===== src/rtl/pulse_period_meter.sv =====
// Measures high time, low time and period of a synchronous pulse train in clk cycles,
// strobing valid once per completed cycle and flagging saturation and period lock.
module pulse_period_meter #(
  parameter int W          = 8,
  parameter int LOCK_COUNT = 2
) (
  input  logic         clk,
  input  logic         rst_n,
  input  logic         pulse_in,
  output logic [W-1:0] high_width,
  output logic [W-1:0] low_width,
  output logic [W:0]   period,
  output logic         valid,
  output logic         ovf,
  output logic         locked
);

  typedef enum logic [1:0] {SEEK, HIGH, LOW} state_t;

  state_t       state_q;
  logic         p_q;
  logic [W-1:0] cnt_q;
  logic         sat_q;
  logic [W-1:0] hi_hold_q;
  logic         hi_sat_q;
  logic [3:0]   match_q;

  logic         rise;
  logic         fall;
  logic         cnt_max;
  logic [W-1:0] cnt_d;
  logic         sat_d;
  logic [W:0]   period_d;
  logic         ovf_d;
  logic [3:0]   match_d;

  assign rise     = pulse_in & ~p_q;
  assign fall     = ~pulse_in & p_q;
  assign cnt_max  = (cnt_q == {W{1'b1}});
  // The counter holds at all-ones; an increment attempted there marks the level as saturated.
  assign cnt_d    = cnt_max ? cnt_q : cnt_q + W'(1);
  assign sat_d    = sat_q | cnt_max;
  assign period_d = {1'b0, hi_hold_q} + {1'b0, cnt_q};
  assign ovf_d    = hi_sat_q | sat_q;

  always_comb begin
    match_d = 4'd1;
    if (ovf_d) begin
      match_d = 4'd0;
    end else if ((match_q != 4'd0) && (period_d == period)) begin
      match_d = (match_q >= 4'(LOCK_COUNT)) ? 4'(LOCK_COUNT) : match_q + 4'd1;
    end
  end

  always_ff @(posedge clk) begin
    if (!rst_n) begin
      state_q    <= SEEK;
      p_q        <= 1'b1;
      cnt_q      <= '0;
      sat_q      <= 1'b0;
      hi_hold_q  <= '0;
      hi_sat_q   <= 1'b0;
      match_q    <= 4'd0;
      high_width <= '0;
      low_width  <= '0;
      period     <= '0;
      valid      <= 1'b0;
      ovf        <= 1'b0;
      locked     <= 1'b0;
    end else begin
      p_q   <= pulse_in;
      valid <= 1'b0;
      case (state_q)
        SEEK: begin
          if (rise) begin
            cnt_q   <= W'(1);
            sat_q   <= 1'b0;
            state_q <= HIGH;
          end
        end
        HIGH: begin
          if (fall) begin
            hi_hold_q <= cnt_q;
            hi_sat_q  <= sat_q;
            cnt_q     <= W'(1);
            sat_q     <= 1'b0;
            state_q   <= LOW;
          end else if (pulse_in) begin
            cnt_q <= cnt_d;
            sat_q <= sat_d;
          end
        end
        LOW: begin
          // The rise that closes the low phase both reports the cycle and opens the next one.
          if (rise) begin
            high_width <= hi_hold_q;
            low_width  <= cnt_q;
            period     <= period_d;
            ovf        <= ovf_d;
            valid      <= 1'b1;
            match_q    <= match_d;
            locked     <= (match_d == 4'(LOCK_COUNT));
            cnt_q      <= W'(1);
            sat_q      <= 1'b0;
            state_q    <= HIGH;
          end else if (!pulse_in) begin
            cnt_q <= cnt_d;
            sat_q <= sat_d;
          end
        end
        default: state_q <= SEEK;
      endcase
    end
  end

endmodule

===== config.mk =====
export PLATFORM = sky130hd
export DESIGN_NAME = pulse_period_meter
export DESIGN_NICKNAME = d
export VERILOG_FILES = /design/src/rtl/pulse_period_meter.sv
export SDC_FILE = /design/constraint.sdc
export NUM_CORES = 1
export LEC_CHECK = 0
export CAP_MARGIN = 0
export CORE_MARGIN = 2
export CORE_UTILIZATION = 55
export CTS_BUF_LIST = sky130_fd_sc_hd__clkbuf_16
export CTS_CLUSTER_SIZE = 40
export DETAILED_ROUTE_END_ITERATION = 12
export HOLD_SLACK_MARGIN = 0.05
export PLACE_DENSITY = 0.77
export SLEW_MARGIN = 20
export SYNTH_ARGS = -nofsm -noshare
export SYNTH_HDL_FRONTEND = slang
export SYNTH_SLANG_ARGS = --single-unit

===== constraint.sdc =====
create_clock -name clk -period 5.16 [get_ports clk]
set_input_delay 1.032 -clock clk [delete_from_list [all_inputs] [get_ports clk]]
set_output_delay 1.032 -clock clk [all_outputs]
set_load 0.05 [all_outputs]

==> results.ini, run 1 <==
[outcome]
status=completed

[critical_path]
cp_data_arrival_time_ns=3.11
slowest_delay_ns=0.46
reg2reg_slack_ns=2.52
path_class=in2reg
endpoint_kind=flop
critical-path-slowest-cell=clkdlybuf4s50_1
cp-start-kind=input pin
r2r_end=match_q[1]
path_delay_family=simple AND/OR/NAND/NOR gates
path_buf_inv=2
crit_fanout=19
required_ns=5.34
rr_startpoint=cnt_q[0]
reg2regPathDepth=9
path_cells=clkdlybuf4s50_1 > nand2b_1 > or2_1 > buf_4 > nor3_4 > a31oi_1 > nand4b_1 > o221a_1

[grt]
grt_usage_pct=22.7
grt_max_degree=41
grt_pass1_vias=2206
antenna_found_initial=0
grt_pass1_wl_mm=9.84
overflow=0

[floorplan]
io_pins=31
core-area_um2=4790
dieHeight_um=75.0
die_w_um=75.0
rows=25
die_area_um2=5620
start_util_pct=57.9

[detailed_routing]
firstDrtPassIters=4
viasPerCell=5.52
ant_nets=0
wl_mm=5.76
drc=0
drtIter0Drc=189
wl_per_cell_um=13.3
vias=2390

[timing]
slew_violations=0
setup_viol=0
fin_skew_ns=0.00654
fin_crit_sh_pct=56.6
hold_viol=0
period_needed_ns=2.92
fin_tns_setup_ns=0
setup_ws_ns=2.24
relSlewSlack_pct=39.7
rsz0062_at_grt=no
fin_hold_ws_ns=0.454
tightest_slew_ns=0.902
max_freq_ghz=0.342

[synthesis]
ys_seq_area_share_pct=38.3
synth_cell_type_count=46
synth_fp_nets=361
postSynthAreaPerCell_um2=8.12
synth_ff_type=dfxtp_1
synth_edf_count=0
yosysTopAreaCell=dfxtp_1
async_flop_share_pct=0
synth-seq-cells=53
synth_area_um2=2770
synthCells=341
synth_top_area_share_pct=38.3
yosys_warnings=0
synthTopCellsByArea=dfxtp_1 (38%), a21oi_1 (8.1%), nand2_1 (7.9%)

[finish]
fin_area_um2=3270
final_common_cell=nand2_1
drive_above_1_share_pct=4.92
syn2layout_area_growth_pct=18.0
final_cell_mix=nand2_1 (58), dfxtp_1 (53), a21oi_1 (45)
antenna_cells=0
nets=385

[clocking]
clockBufferDepth=2
hold_buffers=0
cts.sink_count=53
root_buffer=clkbuf_16
cts_buffers=5
path_clk_slew_ns=0.07
htreeDepth=2
cts_tree=built
cts_resized=0
cts_setup_buffers=0
clk_latency_ns=0.29

[pwr]
pwr_density_cell_nw_per_um2=250
cellLeakagePower_uw=0.00124
irDropWorstVdd_mv=0.199
power_uw=818

[hold_path]
hp-start=high_width[6]
hold_depth=2
hold_end=high_width[6]
hold_class=reg2reg

[placement]
hpwl_mm=4.12
place_congestion=0.866
port_buffers=30
placed_area_um2=3100
pre_cts_slack_ns=1.94

[flow_run]
maxCapViolCount=0

## worst max path at each step
stage,from,end,slack (ns),cells past startpoint
final,pulse_in,match_q[0],2.24,8
after global routing,pulse_in,match_q[0],2.03,7
after CTS,pulse_in,match_q[0],2.24,8
after detailed placement,pulse_in,match_q[0],1.94,8
after global placement,pulse_in,match_q[0],2.00,8
after floorplan,cnt_q[0],match_q[0],2.93,9
## cells in the mapped netlist (2+ instances only)
library cell and instances:
and3_1 3, a211oi_1 3, nand2_1 58, o31ai_1 2
o21ai_1 7, buf_6 2, nand2b_1 6, nor2b_1 3
mux2i_1 8, nor2_1 33, xnor2_1 8, or3_1 4
nand3_1 11, nor3_1 5, nor4_1 2, inv_1 12
a21oi_1 45, dfxtp_1 53, clkbuf_1 14, ha_1 16
xor2_1 7, and4_1 2, and2_1 2, o21ai_0 7
nand4b_1 2, nor4_2 2, nand4_1 3, nand3b_1 3
## kinds of logic after synthesis
family                   synth area share [%]
multiplexers                             2.89
flip-flops                               38.3
adder cells (fa/ha/maj)                  7.95
buffers and inverters                    4.34
XOR/XNOR                                 5.60
AND/OR/NAND/NOR                          25.2
AO/OA/AOI/OAI                            15.7
## cell type report
class / instances / area, µm²
clock inverters: 3 / 41.3
flip-flops and latches: 53 / 1060
repair buffers: 33 / 323
multi-input cells: 260 / 1590
inverters: 12 / 45.0
fillers: 416 / 1520
well taps: 67 / 83.8
clock buffers: 5 / 125
## worst reg2reg max path, stage by stage (launching register included)
cell and delay, ns:
dfxtp_1 0.48, ha_1 0.24, inv_1 0.06, fa_1 0.40
nand2b_1 0.20, a21oi_2 0.29, and4bb_1 0.27, nor4_2 0.14
nand3_1 0.20, o31ai_1 0.28
## stage by stage
stage | util (%) | instances
final | 68.3 | 433
after global routing | 68.3 | 433
after CTS | 68.3 | 433
after detailed placement | 64.8 | 425
after global placement | 64.8 | 425
after floorplan | - | 341
## flip-flops by register name, summed over array words and instances, names as in the netlist
| signal | cells |
|---|---|
| hi_sat_q | 1 |
| valid | 1 |
| hi_hold_q | 8 |
| ovf | 1 |
| state_q | 2 |
| period | 9 |
| low_width | 8 |
| sat_q | 1 |
| p_q | 1 |
| high_width | 8 |
| cnt_q | 8 |
| match_q | 4 |
| locked | 1 |
## layer usage
metal | global-route usage [%] | wire length, µm
met4 | 7.14 | 91
met3 | 4.55 | 147
met5 | 0 | 0
met2 | 37.5 | 2720
met1 | 30.0 | 2800
## where the power goes
part           switching (µW)  total, µW  internal (µW)
logic                    20.8       30.3           9.59
registers                2.66        413            411
clock network             147        374            227
No activity file was read; power rests on OpenSTA's default activity.
==> inputs of run 2 (changes only) <==
--- a/config.mk
+++ b/config.mk
@@ -7,12 +7,12 @@
 export LEC_CHECK = 0
 export CAP_MARGIN = 0
 export CORE_MARGIN = 2
-export CORE_UTILIZATION = 55
+export CORE_UTILIZATION = 50
 export CTS_BUF_LIST = sky130_fd_sc_hd__clkbuf_16
 export CTS_CLUSTER_SIZE = 40
 export DETAILED_ROUTE_END_ITERATION = 12
 export HOLD_SLACK_MARGIN = 0.05
-export PLACE_DENSITY = 0.77
+export PLACE_DENSITY = 0.74
 export SLEW_MARGIN = 20
 export SYNTH_ARGS = -nofsm -noshare
 export SYNTH_HDL_FRONTEND = slang
==> constraint.sdc (replaced) <==
create_clock -name clk -period 2.5 [get_ports clk]
set_input_delay 0.5 -clock clk [delete_from_list [all_inputs] [get_ports clk]]
set_output_delay 0.5 -clock clk [all_outputs]
set_load 0.05 [all_outputs]
==> run 2 against run 1 <==
Effect of this change: worst hold slack gained 0.00097 ns; via count grew 1.5%; total power grew 96%; clock power rose by 82%; final cell count increased by 3.2%; sequential cell count stayed put; design area rose by 3.0%; die area is 9.5% higher; combinational power increased by 130%.
==> results.ini, run 2 (synthesis gave the netlist of run 1 again) <==
[outcome]
status=completed

[critical_path]
path_class=reg2reg
crit_fanout=4  ; -15
path_cells=ha_1 > inv_1 > fa_2 > nand2b_4 > a21oi_2 > and4bb_1 > nor4_4 > nand3_2 > o221a_1
r2r_end=match_q[0]
rr_startpoint=cnt_q[0]
cp_data_arrival_time_ns=2.52  ; -0.59 ns
path_buf_inv=1  ; -1
endpoint_kind=flop
reg2regPathDepth=9  ; unchanged
path_delay_family=simple AND/OR/NAND/NOR gates
slowest_delay_ns=0.36  ; -0.10 ns
required_ns=2.69  ; -2.65 ns
reg2reg_slack_ns=0.17  ; -2.35 ns
cp-start-kind=flop
critical-path-slowest-cell=fa_2

[timing]
fin_crit_sh_pct=93.2
fin_tns_setup_ns=0  ; unchanged
slew_violations=0  ; unchanged
period_needed_ns=2.33
setup_viol=0  ; unchanged
max_freq_ghz=0.429
rsz0062_at_grt=no
relSlewSlack_pct=60.5  ; +21 points
tightest_slew_ns=0.587  ; -0.314 ns
hold_viol=0  ; unchanged
fin_skew_ns=0.00274  ; -0.00380 ns

[clocking]
cts_tree=built
clk_latency_ns=0.29  ; about the same
clockBufferDepth=2  ; unchanged
htreeDepth=2  ; unchanged
cts.sink_count=53  ; unchanged
root_buffer=clkbuf_16
hold_buffers=0  ; unchanged
path_clk_slew_ns=0.07  ; about the same
cts_buffers=5  ; unchanged

[pwr]
cellLeakagePower_uw=0.00129  ; +4.6%
irDropWorstVdd_mv=0.390  ; +95%
pwr_density_cell_nw_per_um2=476  ; +90%

[hold_path]
hp-start=high_width[7]
hold_class=reg2reg
hold_end=high_width[7]
hold_depth=2  ; unchanged

[finish]
antenna_cells=0  ; unchanged
utilization_pct=61.9  ; -6.4 points
regArea_um2=1060  ; +0.35%
final_cell_mix=nand2_1 (58), dfxtp_1 (50), a21oi_1 (44)
drive_above_1_share_pct=9.87  ; +4.9 points
largest_register_ffs=9  ; unchanged
multi_input_area_um2=1630  ; +2.5%
nets=394  ; +2.3%
fillCellCount=483  ; +16%
regMostFlops=period
syn2layout_area_growth_pct=21.5
final_common_cell=nand2_1

[floorplan]
dieHeight_um=78.4  ; +4.6%
die_area_um2=6150  ; +9.5%
core-area_um2=5440  ; +14%
die_w_um=78.4  ; +4.6%
io_pins=31  ; unchanged
rows=27  ; +8.0%
start_util_pct=50.9  ; -7.0 points

[placement]
port_buffers=30  ; unchanged
place_congestion=0.846  ; -2.3%
hpwl_mm=4.23  ; +2.7%

[grt]
antenna_found_initial=0  ; unchanged
grt_pass1_vias=2252  ; +2.1%
grt_usage_pct=20.7  ; -2.0 points
grt_pass1_wl_mm=10.2  ; +3.2%
overflow=0  ; unchanged
grt_max_degree=41  ; unchanged

[detailed_routing]
firstDrtPassIters=5  ; +1
wl_mm=6.06  ; +5.3%
wl_per_cell_um=13.6  ; +2.0%
viasPerCell=5.43  ; -1.7%
drc=0  ; unchanged
drtIter0Drc=96  ; -49%
vias=2426  ; +1.5%
ant_nets=0  ; unchanged

[flow_run]
maxCapViolCount=0  ; unchanged

-- run 2: cell count changes in the layout (fill, tap and decap cells not counted), moves of 2 or more --
cell	previous run	this run
dfxtp_1	53	50
buf_4	3	12
clkinvlp_4	1	3
dfxtp_2	0	3
-- run 2: power breakdown --
part	total [µW]	leakage, µW	switching [µW]	internal (µW)
registers	852	0.000429	3.71	848
clock network	681	0.0000621	311	371
logic	70.0	0.000802	47.2	22.8
total	1600	0.00129	361	1240
-- run 2: how the worst max path moves through the flow --
stage             start         end  slack [ns]  cells past startpoint
6_report       cnt_q[0]  match_q[0]        0.17                      9
5_1_grt        cnt_q[0]      locked        0.06                      9
4_1_cts        cnt_q[1]  match_q[0]        0.13                      8
3_5_place_dp   cnt_q[1]      locked        0.15                      8
3_3_place_gp   cnt_q[0]  match_q[0]        0.20                      9
2_1_floorplan  cnt_q[0]  match_q[0]        0.27                      9
-- run 2: area by class of cell --
cell class / instances / share of cell area [%]
Timing Repair Buffer: 42 / 11.6
Multi-Input combinational cell: 260 / 48.4
Clock buffer: 5 / 3.72
Tap cell: 72 / 2.68
Inverter: 12 / 1.34
Clock inverter: 3 / 0.669
Sequential cell: 53 / 31.6
-- run 2: per-stage QoR --
step	worst slack (ns)	hold slack, ns	instances	cell area, µm²	power (µW)
after floorplan	0.272	0.448	341	2770	917
after global placement	0.202	0.447	438	3170	937
after detailed placement	0.148	0.447	438	3170	939
after CTS	0.135	0.456	446	3320	1620
after global routing	0.0569	0.478	447	3370	1660
final	0.170	0.455	447	3370	1600
-- run 2: worst reg2reg max path, stage by stage (launching register included) --
cell      delay [ns]
dfxtp_2         0.34
ha_1            0.17
inv_1           0.06
fa_2            0.36
nand2b_4        0.16
a21oi_2         0.18
and4bb_1        0.27
nor4_4          0.28
nand3_2         0.16
o221a_1         0.23
-- run 2: timing repair --
action,4_1_cts,5_1_grt
setup buffers,0,1
resized for setup,0,10
setup endpoints to repair,0,3
-- run 2: metal layers --
metal | vias to the layer above | GRT usage, % | wire length (µm)
met4 | 0 | 10.4 | 167
met2 | 57 | 33.1 | 2890
li1 | 1232 | - | -
met3 | 15 | 3.56 | 217
met1 | 1122 | 27.2 | 2790
met5 | - | 0 | 0
==> inputs of run 3 (changes only) <==
--- a/config.mk
+++ b/config.mk
@@ -7,12 +7,14 @@
 export LEC_CHECK = 0
 export CAP_MARGIN = 0
 export CORE_MARGIN = 2
-export CORE_UTILIZATION = 50
+export CORE_UTILIZATION = 55
 export CTS_BUF_LIST = sky130_fd_sc_hd__clkbuf_16
 export CTS_CLUSTER_SIZE = 40
 export DETAILED_ROUTE_END_ITERATION = 12
+export DONT_BUFFER_PORTS = 1
+export GPL_TIMING_DRIVEN = 0
 export HOLD_SLACK_MARGIN = 0.05
-export PLACE_DENSITY = 0.74
+export PLACE_DENSITY = 0.72
 export SLEW_MARGIN = 20
 export SYNTH_ARGS = -nofsm -noshare
 export SYNTH_HDL_FRONTEND = slang
==> run 3 against run 2 <==
Effect of this change: fmax decreased by 2.7%; worst hold slack got worse by 0.14 ns; non-clock buffer count decreased by 26; clock skew increased by 0.0043 ns; critical path type unchanged; largest power group unchanged.
==> results.ini, run 3 (synthesis gave the netlist of run 1 again) <==
[clocking]
htreeDepth=2  ; unchanged
root_buffer=clkbuf_16
clockBufferDepth=2  ; unchanged
clk_latency_ns=0.29  ; about the same
cts_buffers=5  ; unchanged
cts_tree=built
hold_buffers=0  ; unchanged
cts_setup_buffers=0  ; unchanged
path_clk_slew_ns=0.07  ; about the same
cts.sink_count=53  ; unchanged

[finish]
largest_register_ffs=9  ; unchanged
drive_above_1_share_pct=7.45  ; -2.4 points
fin_area_um2=3050  ; -9.5%
final_cell_mix=nand2_1 (58), dfxtp_1 (51), a21oi_1 (44)
antenna_cells=0  ; unchanged
regMostFlops=period
nets=368  ; -6.6%
final_common_cell=nand2_1
syn2layout_area_growth_pct=9.98
stdcell_count=416  ; -6.9%

[critical_path]
rr_startpoint=cnt_q[0]
path_cells=ha_1 > inv_1 > fa_2 > nand2b_2 > a21oi_4 > and4bb_1 > nor4_2 > nand3_2 > o31ai_1
critical-path-slowest-cell=dfxtp_4
startpoint=cnt_q[0]
cp_data_arrival_time_ns=2.60  ; +0.08 ns
slowest_delay_ns=0.39  ; +0.03 ns
crit_fanout=7  ; +3
cp-start-kind=flop
endpoint_kind=flop
path_delay_family=simple AND/OR/NAND/NOR gates
path_class=reg2reg
required_ns=2.70  ; about the same
path_buf_inv=1  ; unchanged

[pwr]
switching_power_uw=381  ; +5.3%
intPower_uw=1250  ; +0.78%
cellLeakagePower_uw=0.00115  ; -11%
irDropWorstVdd_mv=0.474  ; +22%
power_frac_seq_pct=52.3  ; -0.8 points
swShare_pct=23.3  ; +0.77 points
clockPowerShare_pct=43.9  ; +1.4 points
combPwrFrac_pct=3.9  ; -0.5 points
pwr_density_cell_nw_per_um2=536  ; +12%

[grt]
antenna_found_initial=0  ; unchanged
grt_usage_pct=24.0  ; +3.2 points
grt_pass1_vias=2181  ; -3.2%
grt_max_degree=20  ; -51%
grt_pass1_wl_mm=10.2  ; +0.21%
overflow=0  ; unchanged

[floorplan]
core-area_um2=4790  ; -12%
die_w_um=75.0  ; -4.4%
start_util_pct=57.9  ; +7.0 points
rows=25  ; -7.4%
die_area_um2=5620  ; -8.6%
io_pins=31  ; unchanged
dieHeight_um=75.0  ; -4.4%

[placement]
place_inst=408  ; -6.8%
placed_area_um2=2850  ; -9.9%
port_buffers=0  ; -100%
place_congestion=0.871  ; +3.0%
hpwl_mm=4.55  ; +7.6%

[timing]
fin_skew_ns=0.00708  ; +0.00434 ns
fin_crit_sh_pct=95.8  ; +2.5 points
setup_viol=0  ; unchanged
period_needed_ns=2.39  ; +0.0637 ns
relSlewSlack_pct=57.4  ; -3.2 points
max_freq_ghz=0.418  ; -2.7%
slew_violations=0  ; unchanged
rsz0062_at_grt=no
hold_viol=0  ; unchanged
tightest_slew_ns=0.638  ; +0.0512 ns

[detailed_routing]
firstDrtPassIters=4  ; -1
drtIter0Drc=121  ; +26%
wl_mm=6.22  ; +2.6%
wl_per_cell_um=15.0  ; +10%
drc=0  ; unchanged
viasPerCell=5.50  ; +1.4%
ant_nets=0  ; unchanged
vias=2290  ; -5.6%

[hold_path]
hold_class=in2reg
hp-start=pulse_in

[outcome]
status=completed

[flow_run]
maxCapViolCount=0  ; unchanged

-- run 3: cell count changes in the layout (fill, tap and decap cells not counted), moves of 2 or more --
cell,previous run,this run
buf_6,0,2
clkdlybuf4s50_1,30,0
buf_4,12,0
inv_6,0,2
dfxtp_2,3,1
clkinvlp_4,3,0
clkbuf_1,0,14
-- run 3: cell type report --
cell class	instances	area, µm²
flip-flops and latches	53	1070
well taps	67	83.8
clock buffers	5	125
inverters	12	45.0
clock inverters	3	28.8
multi-input cells	260	1620
fillers	424	1740
plain buffers	16	75.1
-- run 3: worst paths after layout --
check                      end  slack (ns)  cells past startpoint
setup / recovery    match_q[1]        0.11                      9
hold / removal             p_q        0.31                      1
setup reg to reg    match_q[1]        0.11                      9
hold reg to reg   hi_hold_q[7]        0.48                      2
-- run 3: power groups by stage --
stage          Sequential [µW]  Clock, µW  Combinational, µW
2_1_floorplan              870          0               46.2
3_3_place_gp               872          0               61.0
3_5_place_dp               872          0               61.8
4_1_cts                    853        733               62.3
5_1_grt                    853        775               69.4
6_report                   853        716               62.8
-- run 3: stage by stage --
| stage | setup TNS, ns | total power [µW] | util [%] | hold slack, ns | setup slack (ns) |
|---|---|---|---|---|---|
| 3_5_place_dp | -0.253 | 934 | 59.6 | 0.469 | -0.0944 |
| 4_1_cts | 0 | 1650 | 63.0 | 0.309 | 0.0202 |
| 5_1_grt | 0 | 1700 | 63.7 | 0.310 | 0.00592 |
| 6_report | 0 | 1630 | 63.7 | 0.315 | 0.106 |
| 3_3_place_gp | -0.113 | 933 | 59.6 | 0.465 | -0.0474 |
| 2_1_floorplan | 0 | 917 | - | 0.448 | 0.272 |
-- run 3: worst register-to-register path: stages, from the launching register on --
cell      delay (ns)
dfxtp_4         0.39
ha_1            0.18
inv_1           0.07
fa_2            0.37
nand2b_2        0.23
a21oi_4         0.23
and4bb_1        0.25
nor4_2          0.16
nand3_2         0.16
o31ai_1         0.28
-- run 3: what timing repair did --
action,CTS,global route
setup endpoints to repair,3,3
gates resized for setup,2,8
pin swaps,0,2
-- run 3: metal layers --
metal / global-route usage (%) / up-vias / share of wire [%]
li1: - / 1190 / -
met1: 31.4 / 1047 / 46
met2: 39.8 / 47 / 49
met3: 6.02 / 6 / 4.2
met4: 5.95 / 0 / 0.95
met5: 0 / - / 0
